==> src/rtl/pwm_duty_decoder.sv <==
// Measures period and high time of an asynchronous PWM input, decodes the
// generator duty code and flags an input that stops toggling.
module pwm_duty_decoder #(
    parameter int CBITS       = 16,
    parameter int SYNC_STAGES = 2
) (
    input  logic           clk,
    input  logic           rst_n,
    input  logic           pwm_in,
    output logic [CBITS:0] period_out,
    output logic [CBITS:0] high_out,
    output logic [2:0]     duty_code,
    output logic           valid,
    output logic           stuck,
    output logic           stuck_level
);

    typedef enum logic [1:0] {
        RESYNC    = 2'd0,
        WAIT_RISE = 2'd1,
        MEASURE   = 2'd2
    } state_t;

    localparam logic [CBITS:0] CNT_MAX  = '1;
    localparam logic [CBITS:0] CNT_ONE  = {{CBITS{1'b0}}, 1'b1};
    localparam logic [CBITS:0] CNT_HALF = {2'b01, {(CBITS-1){1'b0}}};

    logic [SYNC_STAGES-1:0] r_sync;
    logic [SYNC_STAGES:0]   r_prime;
    logic                   r_pwmD;
    state_t                 r_state;
    state_t                 w_nextState;
    logic [CBITS:0]         r_perCnt;
    logic [CBITS:0]         r_hiCnt;
    logic [CBITS:0]         r_period;
    logic [CBITS:0]         r_high;
    logic [2:0]             r_code;
    logic                   r_valid;
    logic                   r_stuck;
    logic                   r_stuckLevel;

    logic                   w_pwmS;
    logic                   w_rise;
    logic                   w_primed;
    logic                   w_timeout;
    logic                   w_start;
    logic                   w_capture;
    logic                   w_hiInc;
    logic                   w_setStuck;
    logic                   w_clearStuck;
    logic [2:0]             w_code;

    assign w_pwmS   = r_sync[SYNC_STAGES-1];
    assign w_rise   = w_pwmS & ~r_pwmD;
    assign w_primed = r_prime[SYNC_STAGES];
    assign w_code   = (r_hiCnt >= CNT_HALF) ? 3'd7 : r_hiCnt[CBITS-2:CBITS-4];

    // r_prime fills with ones once the synchronizer and edge flop hold real
    // samples, so the zeros left by reset cannot pose as a genuine low phase.
    always_ff @(posedge clk or negedge rst_n) begin
        if (!rst_n) begin
            r_sync  <= '0;
            r_prime <= '0;
            r_pwmD  <= 1'b0;
        end else begin
            r_sync  <= {r_sync[SYNC_STAGES-2:0], pwm_in};
            r_prime <= {r_prime[SYNC_STAGES-1:0], 1'b1};
            r_pwmD  <= w_pwmS;
        end
    end

    always_ff @(posedge clk or negedge rst_n) begin
        if (!rst_n) begin
            r_state <= RESYNC;
        end else begin
            r_state <= w_nextState;
        end
    end

    always_comb begin
        w_nextState = r_state;
        case (r_state)
            RESYNC:    if (w_primed && !w_pwmS) w_nextState = WAIT_RISE;
            WAIT_RISE: if (w_rise) w_nextState = MEASURE;
            MEASURE:   if (w_timeout) w_nextState = w_pwmS ? RESYNC : WAIT_RISE;
            default:   w_nextState = RESYNC;
        endcase
    end

    // A rise in the same cycle as a saturated period counter wins over timeout.
    always_comb begin
        w_timeout    = (r_perCnt == CNT_MAX) && !w_rise;
        w_start      = 1'b0;
        w_capture    = 1'b0;
        w_hiInc      = 1'b0;
        w_clearStuck = 1'b0;
        w_setStuck   = w_timeout;
        case (r_state)
            WAIT_RISE: begin
                w_start      = w_rise;
                w_clearStuck = w_rise;
            end
            MEASURE: begin
                w_start   = w_rise;
                w_capture = w_rise | w_timeout;
                w_hiInc   = w_pwmS & (r_hiCnt != CNT_MAX);
            end
            default: begin
                w_start = 1'b0;
            end
        endcase
    end

    always_ff @(posedge clk or negedge rst_n) begin
        if (!rst_n) begin
            r_perCnt <= '0;
            r_hiCnt  <= '0;
        end else begin
            if (w_start) begin
                r_perCnt <= CNT_ONE;
            end else if (w_timeout) begin
                r_perCnt <= '0;
            end else if (r_perCnt != CNT_MAX) begin
                r_perCnt <= r_perCnt + CNT_ONE;
            end

            if (w_start) begin
                r_hiCnt <= CNT_ONE;
            end else if (w_hiInc) begin
                r_hiCnt <= r_hiCnt + CNT_ONE;
            end
        end
    end

    // On a timeout capture the period counter sits at its maximum, so the
    // same path reports either a measured or a saturated period.
    always_ff @(posedge clk or negedge rst_n) begin
        if (!rst_n) begin
            r_period     <= '0;
            r_high       <= '0;
            r_code       <= 3'd0;
            r_valid      <= 1'b0;
            r_stuck      <= 1'b0;
            r_stuckLevel <= 1'b0;
        end else begin
            r_valid <= w_capture;
            if (w_capture) begin
                r_period <= r_perCnt;
                r_high   <= r_hiCnt;
                r_code   <= w_code;
            end
            if (w_setStuck) begin
                r_stuck      <= 1'b1;
                r_stuckLevel <= w_pwmS;
            end else if (w_clearStuck) begin
                r_stuck <= 1'b0;
            end
        end
    end

    assign period_out  = r_period;
    assign high_out    = r_high;
    assign duty_code   = r_code;
    assign valid       = r_valid;
    assign stuck       = r_stuck;
    assign stuck_level = r_stuckLevel;

endmodule

==> config.mk <==
export PLATFORM = sky130hd
export DESIGN_NAME = pwm_duty_decoder
export DESIGN_NICKNAME = d
export VERILOG_FILES = /design/src/rtl/pwm_duty_decoder.sv
export SDC_FILE = /design/constraint.sdc
export NUM_CORES = 1
export LEC_CHECK = 0
export ABC_AREA = 1
export BUFFER_PORTS_ARGS = -buffer_cell sky130_fd_sc_hd__buf_2
export CAP_MARGIN = 20
export CORE_MARGIN = 2
export CORE_UTILIZATION = 50
export DETAILED_ROUTE_END_ITERATION = 7
export GPL_TIMING_DRIVEN = 0
export PLACE_DENSITY = 0.7
export RECOVER_POWER = 100
export SLEW_MARGIN = 20
export SYNTH_ARGS = -nofsm -noshare
export SYNTH_HDL_FRONTEND = slang
export SYNTH_SLANG_ARGS = --single-unit
==> constraint.sdc <==
create_clock -name clk -period 6.1 [get_ports clk]
set_input_delay 0.61 -clock clk [delete_from_list [all_inputs] [get_ports clk]]
set_output_delay 0.61 -clock clk [all_outputs]
set_load 0.05 [all_outputs]
# Word-level counts from Yosys, hierarchy flattened
# Cells that the tools add are included.
# classes
n_addsub,2
multipliers,0
div_mod_pow,0
magnitude_cmp,1
n_eq_ne,8
shifts,0
muxes,17
n_bitwise,4
reduce_logical,10
# ops
operator,count
$mux 17,5
$add 17x1->17 const B,2
$ne 17x17->1 const B,2
$eq 17x17->1 const B,1
$ge 17x16->1 const B,1
$mux 1,7
$mux 2,3
$ne 2x2->1 const B,3
$pmux 2 s3,1
$reduce_bool 2->1,2
$mux 3,1
$reduce_and 3->1,1
$reduce_bool 3->1,1
$and 1x1->1,2
$eq 2x1->1 const B,1
$eq 2x2->1 const B,1
$logic_and 1x1->1,2
$logic_not 1->1,2
$logic_not 2->1,1
$reduce_or 2->1,1
$not 1->1,1
$or 1x1->1,1
# word_totals
register_bits,82
latchBits,0
ramBits,0
mem_bits_ro,0
out_inout_bits,40
elab_cells,54
memories,0

# Depth between registers and ports, before layout
# Gate-level depths: netlist of run 1.
# logic_depth
depth_word,6
ltp_mapped,14
ltp_nobuf,14

# Worst setup path before layout of run 1
# OpenSTA, ideal clock, no wires.
# synth_timing
path_kind,reg2reg
start,reg r_perCnt[0]
end,reg r_perCnt[8]
t_arrival_ps,2074
t_required_ps,5986
path_slack_ps,3911
stages_incl_launch_ff,14
period_less_slack_ps,2189
path_cell_list,dfrtp_1 -> ha_1 -> nand3_1 -> inv_1 -> nand2_1 -> nor2_1 -> nand2_1 -> nor3_1 -> ha_1 -> inv_1 -> nor3_4 -> o21ai_1 -> nand3_1 -> inv_1
# synth_between
elab_chain_len,4
elab_cells_between_ends,8
# synth_lines
element,line,rtl
from (decl),33,logic [CBITS:0] r_perCnt;
from (signal assigned),124,r_perCnt <= r_perCnt + CNT_ONE;
$add 17x1->17 / $eq 17x17->1 (equally long branches),"124, 92",
$mux 17 / $logic_and 1x1->1 (equally long branches),"123, 92",
$mux 17,121,end else if (w_timeout) begin
$mux 17,119,if (w_start) begin
# Several ways; a longest one is shown, not always the timed one. The select of a mux whose other input is x is not followed.
# A chain may end at the register's enable or synchronous reset.

# Worst setup path in the final report of run 1
# Ends and elaborated chain as after synthesis.

==> results.sh, run 1 <==
export IMPL_seqCellArea_mm2=0.00205
export IMPL_rows=31
export IMPL_gp_congestion=0.912
export IMPL_hold_ws_ns=0.351
export IMPL_multi_input_area_mm2=0.00143
export IMPL_cts_buffers=9
export IMPL_period_needed_ns=3.10
export IMPL_drc_errors=0
export IMPL_fp_dieArea_mm2=0.00836
export IMPL_cts_root_buffer="clkbuf_8"
export IMPL_crit_required_ns=6.37
export IMPL_core_mm2=0.00733
export IMPL_fin_cells=624
export IMPL_final_nets=532
export IMPL_synthToLayoutAreaGrowth_pct=12.3
export IMPL_dp_cells=608
export IMPL_cp_start_kind="flop"
export IMPL_cp_slowest_cell="nor3_1"
export IMPL_critPathMaxStageDelay_ns=0.78
export IMPL_synth_cell_area_mm2=0.00382
export IMPL_place_hpwl_um=5990
export IMPL_grt_max_degree=56
export IMPL_layout_drive_gt1_share=0.0495
export IMPL_post_place_ws_ns=3.40
export IMPL_fin_crit_sh=0.508
export IMPL_cts_resized_gates=0
export IMPL_vias=3147
export IMPL_fp_dieH_um=91.4
export IMPL_detail_route_antenna_nets=0
export IMPL_avgSynthCellArea_um2=8.20
export IMPL_die_x_um=91.4
export IMPL_clk_pin_slew_ns=0.09
export IMPL_p_leak_nw=2.12
export IMPL_postCtsSetupBuffers=0
export IMPL_synth_top_area_share=0.537
export IMPL_cts_tree="yes"
export IMPL_violations="capacitance limit, slew limit"
export IMPL_power_density_mw_per_mm2=376
export IMPL_criticalPathCategory="flop to flop"
export IMPL_slew_violations=28
export IMPL_clk_latency_ns=0.37
export IMPL_routed_wl_um=8330
export IMPL_worstPathArrival_ns=3.37
export IMPL_timing_rr_start="r_perCnt[0]$_DFFE_PN0P_"
export IMPL_status="finished, violations left"
export IMPL_dr_pass1_iters=4
export IMPL_grt_ovfl_total=0
export IMPL_ctsHtreeMaxLevel=3
export IMPL_antenna_cells=0
export IMPL_ys_seq_area_frac=0.537
export IMPL_timing_rr_end="r_perCnt[8]$_DFFE_PN0P_"
export IMPL_hold_end="r_prime[1]$_DFF_PN0_"
export IMPL_worst_pin_slew_ns=1.58
export IMPL_r2r_slack_ns=3.00
export IMPL_synth_cell_types=26
export IMPL_netlist_instances=466
export IMPL_setup_viol=0
export IMPL_start_util=0.521
export IMPL_finalHoldViolations=0
export IMPL_drtIter0Drc=175
export IMPL_yosysTopAreaCell="dfrtp_1"
export IMPL_viasPerCell=5.04
export IMPL_grtUsageTotal=0.212
export IMPL_ioPinCount=43
export IMPL_port_buffers=42
export IMPL_hold_class="flop to flop"
export IMPL_fin_setup_tns_ns=0
export IMPL_n_fill_cell=676
export IMPL_grt_pass1_wl_um=14000
export IMPL_holdPathStages=0
export IMPL_end_kind="flop"
export IMPL_clkSinkCount=82
export IMPL_clockBufferDepth=2
export IMPL_layout_common_cells="nand2_1, dfrtp_1, nor2_1, inv_1, clkbuf_1"
export IMPL_ys_seq_elements=82
export IMPL_slew_headroom=-0.0561
export IMPL_final_common_cell="nand2_1"
export IMPL_grt_antenna_before_repair=0
export IMPL_hold_buffers=0
export IMPL_reg2reg_depth=13
export IMPL_wl_per_cell_um=13.4
export IMPL_vdd_drop_max_v=0.000257
export IMPL_synth_nets=478
export IMPL_max_cap_violations=1
export IMPL_synth_area_leaders="dfrtp_1, nand2_1, nor2_1"
export IMPL_timing_fmax_mhz=323
export IMPL_power_mw=1.62
export IMPL_grt_pass1_vias=3050
export IMPL_ys_warn_count=0
export IMPL_cp_cell_sequence="ha_1 > nand3_1 > inv_1 > nand2_1 > nor2_1 > nand2_1 > nor3_1 > ha_1 > inv_1 > nor3_1 > o21ai_0 > nand3_1 > inv_1"
export IMPL_worst_slack_ns=3.00
export IMPL_min_from="r_prime[0]$_DFF_PN0_"
export IMPL_crit_top_cell="inv_1"
export IMPL_rsz0062_at_grt="false"
export IMPL_finClkSkew_ns=0.0119
export IMPL_cp_max_fo=7
registers in the layout, summed over array words and instances (netlist names), 2 cells and up:
register and count:
r_hiCnt 17, duty_code 3, period_out 17, r_sync 2, high_out 17, r_state 2
r_perCnt 17, r_prime 3
cells by family after synthesis:
| group | count (synthesis) | share of synthesized area |
|---|---|---|
| other | 1 | 0.000981 |
| adders and majority gates | 9 | 0.0295 |
| buffers and inverters | 64 | 0.0740 |
| DFF | 82 | 0.537 |
| AOI/OAI and AO/OA | 64 | 0.0891 |
| and+or+nand+nor | 246 | 0.269 |
critical path, delay by kind of cell, from the launching register on:
| kind | cells | cell delay, ns |
|---|---|---|
| and+or+nand+nor | 7 | 1.55 |
| adders and majority gates | 2 | 0.60 |
| DFF | 1 | 0.42 |
| buffers and inverters | 3 | 0.26 |
| AOI/OAI and AO/OA | 1 | 0.16 |
cells in the mapped netlist (all sizes together):
cell type,instances
dfrtp,82
conb,1
o21bai,1
nor3,4
o21ai,44
nand3,30
o211ai,2
a31oi,1
nand2,143
buf,10
a21oi,16
nand4,6
inv,54
ha,9
nor2,63
per-layer routing:
| metal | routed length, um | global-route usage | share of wire |
|---|---|---|---|
| met4 | 146 | 0.101 | 0.018 |
| met3 | 300 | 0.0324 | 0.036 |
| met2 | 4070 | 0.366 | 0.49 |
| met5 | 0 | 0 | 0 |
| met1 | 3810 | 0.258 | 0.46 |
worst max path at each step:
stage,start,endpoint,slack [ns],cells after the start
global route,r_perCnt[0]$_DFFE_PN0P_,r_perCnt[8]$_DFFE_PN0P_,2.52,13
finish,r_perCnt[0]$_DFFE_PN0P_,r_perCnt[8]$_DFFE_PN0P_,3.00,13
detailed placement,r_perCnt[0]$_DFFE_PN0P_,r_perCnt[8]$_DFFE_PN0P_,3.40,13
floorplan,r_perCnt[0]$_DFFE_PN0P_,r_perCnt[8]$_DFFE_PN0P_,3.91,13
global placement,r_perCnt[0]$_DFFE_PN0P_,r_perCnt[8]$_DFFE_PN0P_,3.42,13
CTS,r_perCnt[0]$_DFFE_PN0P_,r_perCnt[8]$_DFFE_PN0P_,3.38,13
power breakdown:
group	switching, mW	leakage [nW]	internal, mW	total [mW]
Combinational	0.342	0.896	0.106	0.448
Clock	0.203	0.123	0.272	0.475
Sequential	0.0676	1.10	0.625	0.693
final cells by class:
cell class                      count  area share
Clock inverter                      7      0.0274
Tap cell                           99      0.0289
Timing Repair Buffer               43      0.0434
Sequential cell                    82       0.478
Multi-Input combinational cell    320       0.334
Inverter                           54      0.0478
Buffer                             10      0.0114
Clock buffer                        9      0.0289
metrics by stage:
step	utilization	cell area, um^2
after floorplan	-	3820
after global placement	0.567	4160
after detailed placement	0.571	4190
after CTS	0.604	4430
after global routing	0.585	4290
final	0.585	4290
No activity file was read; power rests on OpenSTA's default activity.
==> run 2, diff against run 1 <==
--- a/config.mk
+++ b/config.mk
@@ -5,14 +5,14 @@
 export SDC_FILE = /design/constraint.sdc
 export NUM_CORES = 1
 export LEC_CHECK = 0
-export ABC_AREA = 1
+export ABC_AREA = 0
 export BUFFER_PORTS_ARGS = -buffer_cell sky130_fd_sc_hd__buf_2
 export CAP_MARGIN = 20
 export CORE_MARGIN = 2
 export CORE_UTILIZATION = 50
 export DETAILED_ROUTE_END_ITERATION = 7
 export GPL_TIMING_DRIVEN = 0
-export PLACE_DENSITY = 0.7
+export PLACE_DENSITY = 0.73
 export RECOVER_POWER = 100
 export SLEW_MARGIN = 20
 export SYNTH_ARGS = -nofsm -noshare
==> constraint.sdc (replaced) <==
create_clock -name clk -period 2.62 [get_ports clk]
set_input_delay 0.262 -clock clk [delete_from_list [all_inputs] [get_ports clk]]
set_output_delay 0.262 -clock clk [all_outputs]
set_load 0.05 [all_outputs]
==> results.sh, run 2 <==
export IMPL_slew_violations=0
export IMPL_worst_pin_slew_ns=1.01
export IMPL_dpl_instance_area_mm2=0.00396
export IMPL_ys_seq_elements=82
export IMPL_async_flop_share=1.00
export IMPL_gp_congestion=0.768
export IMPL_routed_wl_um=7080
export IMPL_end_kind="flop"
export IMPL_antenna_cells=0
export IMPL_grtUsageTotal=0.195
export IMPL_clkSinkCount=82
export IMPL_synth_area_leaders="dfrtp_1, mux2_2, xnor2_1"
export IMPL_timing_rr_end="r_perCnt[13]$_DFFE_PN0P_"
export IMPL_fin_crit_sh=0.944
export IMPL_cts_tree="yes"
export IMPL_reg2reg_depth=10
export IMPL_cp_max_fo=6
export IMPL_drc_errors=0
export IMPL_p_leak_nw=1.98
export IMPL_fp_dieH_um=88.9
export IMPL_timing_rr_start="r_perCnt[0]$_DFFE_PN0P_"
export IMPL_drtIter0Drc=133
export IMPL_port_buffers=42
export IMPL_ioPinCount=43
export IMPL_vias=2598
export IMPL_synthToLayoutAreaGrowth_pct=17.8
export IMPL_cp_start_kind="flop"
export IMPL_vdd_drop_max_v=0.000322
export IMPL_finalHoldViolations=0
export IMPL_final_common_cell="dfrtp_1"
export IMPL_grt_antenna_before_repair=0
export IMPL_synth_cell_types=44
export IMPL_worstPathArrival_ns=2.72
export IMPL_dr_pass1_iters=4
export IMPL_holdPathStages=0
export IMPL_ys_seq_area_frac=0.569
export IMPL_netlist_instances=314
export IMPL_core_mm2=0.00687
export IMPL_finClkSkew_ns=0.00858
export IMPL_final_nets=391
export IMPL_detail_route_antenna_nets=0
export IMPL_hold_class="flop to flop"
export IMPL_cts_root_buffer="clkbuf_8"
export IMPL_crit_required_ns=2.87
export IMPL_viasPerCell=5.41
export IMPL_ctsHtreeMaxLevel=3
export IMPL_timing_fmax_mhz=404
export IMPL_wl_per_cell_um=14.7
export IMPL_clk_pin_slew_ns=0.08
export IMPL_hold_end="r_prime[1]$_DFF_PN0_"
export IMPL_r2r_slack_ns=0.15
export IMPL_grt_max_degree=44
export IMPL_fin_setup_tns_ns=0
export IMPL_layout_common_cells="dfrtp_1, clkbuf_1, mux2_2, nor2_1, nand2_1"
export IMPL_rows=30
export IMPL_die_x_um=88.9
export IMPL_power_mw=3.42
export IMPL_synth_top_flop_cell="dfrtp_1"
export IMPL_design_area_mm2=0.00425
export IMPL_power_density_mw_per_mm2=805
export IMPL_slew_headroom=0.329
export IMPL_ys_warn_count=0
export IMPL_yosysMostFrequentCell="dfrtp_1"
export IMPL_avgSynthCellArea_um2=11.5
export IMPL_layout_drive_gt1_share=0.201
export IMPL_grt_pass1_vias=2450
export IMPL_period_needed_ns=2.47
export IMPL_place_hpwl_um=4940
export IMPL_synth_cell_area_mm2=0.00361
export IMPL_start_util=0.525
export IMPL_criticalPathCategory="flop to flop"
export IMPL_grt_pass1_wl_um=11600
export IMPL_cts_buffers=9
export IMPL_synth_nets=326
export IMPL_fp_dieArea_mm2=0.00791
export IMPL_netlist_top_cells_count="dfrtp_1, mux2_2, nand2_1, nor2_1"
export IMPL_clk_latency_ns=0.35
export IMPL_status="finished clean"
export IMPL_min_from="r_prime[0]$_DFF_PN0_"
export IMPL_synth_edf_count=0
export IMPL_setup_viol=0
export IMPL_clockBufferDepth=2
export IMPL_yosysTopAreaCell="dfrtp_1"
export IMPL_max_cap_violations=0
export IMPL_synth_top_area_share=0.569
export IMPL_grt_ovfl_total=0
run 2: changes by cell type in the layout (fill, tap and decap cells not counted), moves of 13 or more:
cell	delta
inv_1	-43
mux2_2	+30
nand2_1	-113
nand3_1	-21
nor2_1	-34
o21ai_0	-27
xnor2_1	+13
run 2: worst max-delay path by stage:
stage | startpoint | end | slack [ns] | cells after the start
final | r_perCnt[0]$_DFFE_PN0P_ | r_perCnt[13]$_DFFE_PN0P_ | 0.15 | 10
after CTS | r_perCnt[0]$_DFFE_PN0P_ | period_out[5]$_DFFE_PN0P_ | 0.006 | 10
after global placement | r_perCnt[0]$_DFFE_PN0P_ | period_out[12]$_DFFE_PN0P_ | -0.10 | 10
after global routing | r_hiCnt[0]$_DFFE_PN0P_ | r_hiCnt[7]$_DFFE_PN0P_ | -0.01 | 10
after detailed placement | r_perCnt[0]$_DFFE_PN0P_ | period_out[8]$_DFFE_PN0P_ | -0.14 | 10
after floorplan | r_perCnt[0]$_DFFE_PN0P_ | period_out[11]$_DFFE_PN0P_ | 0.20 | 10
run 2: power by group:
part	switching (mW)	leakage (nW)	total, mW	internal (mW)
logic	0.574	0.764	0.871	0.297
clock network	0.442	0.109	1.00	0.560
registers	0.138	1.11	1.55	1.41
total	1.15	1.98	3.42	2.27
run 2: logic make-up (layout without fill, tap and decap cells):
group | after synthesis | count (layout) | share of synthesized area
buf+inv | 21 | 91 | 0.0257
flops | 82 | 82 | 0.569
other cells | 1 | 1 | 0.00104
xor+xnor | 19 | 19 | 0.0461
fa+ha+maj | 9 | 9 | 0.0312
compound gates | 41 | 41 | 0.0715
mux | 30 | 30 | 0.0937
simple gates | 111 | 111 | 0.162
run 2: critical path, cell delays in order (launching register included):
cell and delay [ns]:
dfrtp_2 0.44, ha_1 0.24, and2_1 0.18, nand4_1 0.11, nor2_1 0.06, and3_1 0.19
ha_1 0.24, nand4b_1 0.30, nor4_1 0.40, xnor2_1 0.16, nor2_1 0.06
run 2: area by class of cell:
cell class / instances / area, um^2
Tap cell: 96 / 120
Multi-Input combinational cell: 211 / 1480
Timing Repair Buffer: 54 / 268
Clock buffer: 11 / 141
Sequential cell: 82 / 2050
Fill cell: 604 / 2620
Clock inverter: 5 / 77.6
Inverter: 10 / 37.5
Buffer: 11 / 68.8
run 2: per-stage QoR:
step	std cells	hold WS [ns]	worst slack, ns	util
finish	480	0.349	0.145	0.619
global placement	452	0.331	-0.103	0.573
detailed placement	453	0.275	-0.140	0.577
floorplan	314	-0.0336	0.202	-
CTS	473	0.353	0.00619	0.615
global route	480	0.373	-0.0137	0.619
run 2: metal layers:
metal,GRT usage,share of wire,up-vias
met2,0.299,0.48,52
met3,0.0314,0.034,13
met1,0.272,0.46,1300
met4,0.0977,0.020,0
li1,-,-,1233
met5,0,0,-
run 2: timing repair:
item | 4_1_cts | 5_1_grt
pin swaps | 0 | 2
resized for setup | 3 | 11
setup buffers | 2 | 7
setup endpoints to repair | 12 | 41
hold endpoints to repair | 40 | 0
hold buffers | 2 | 0
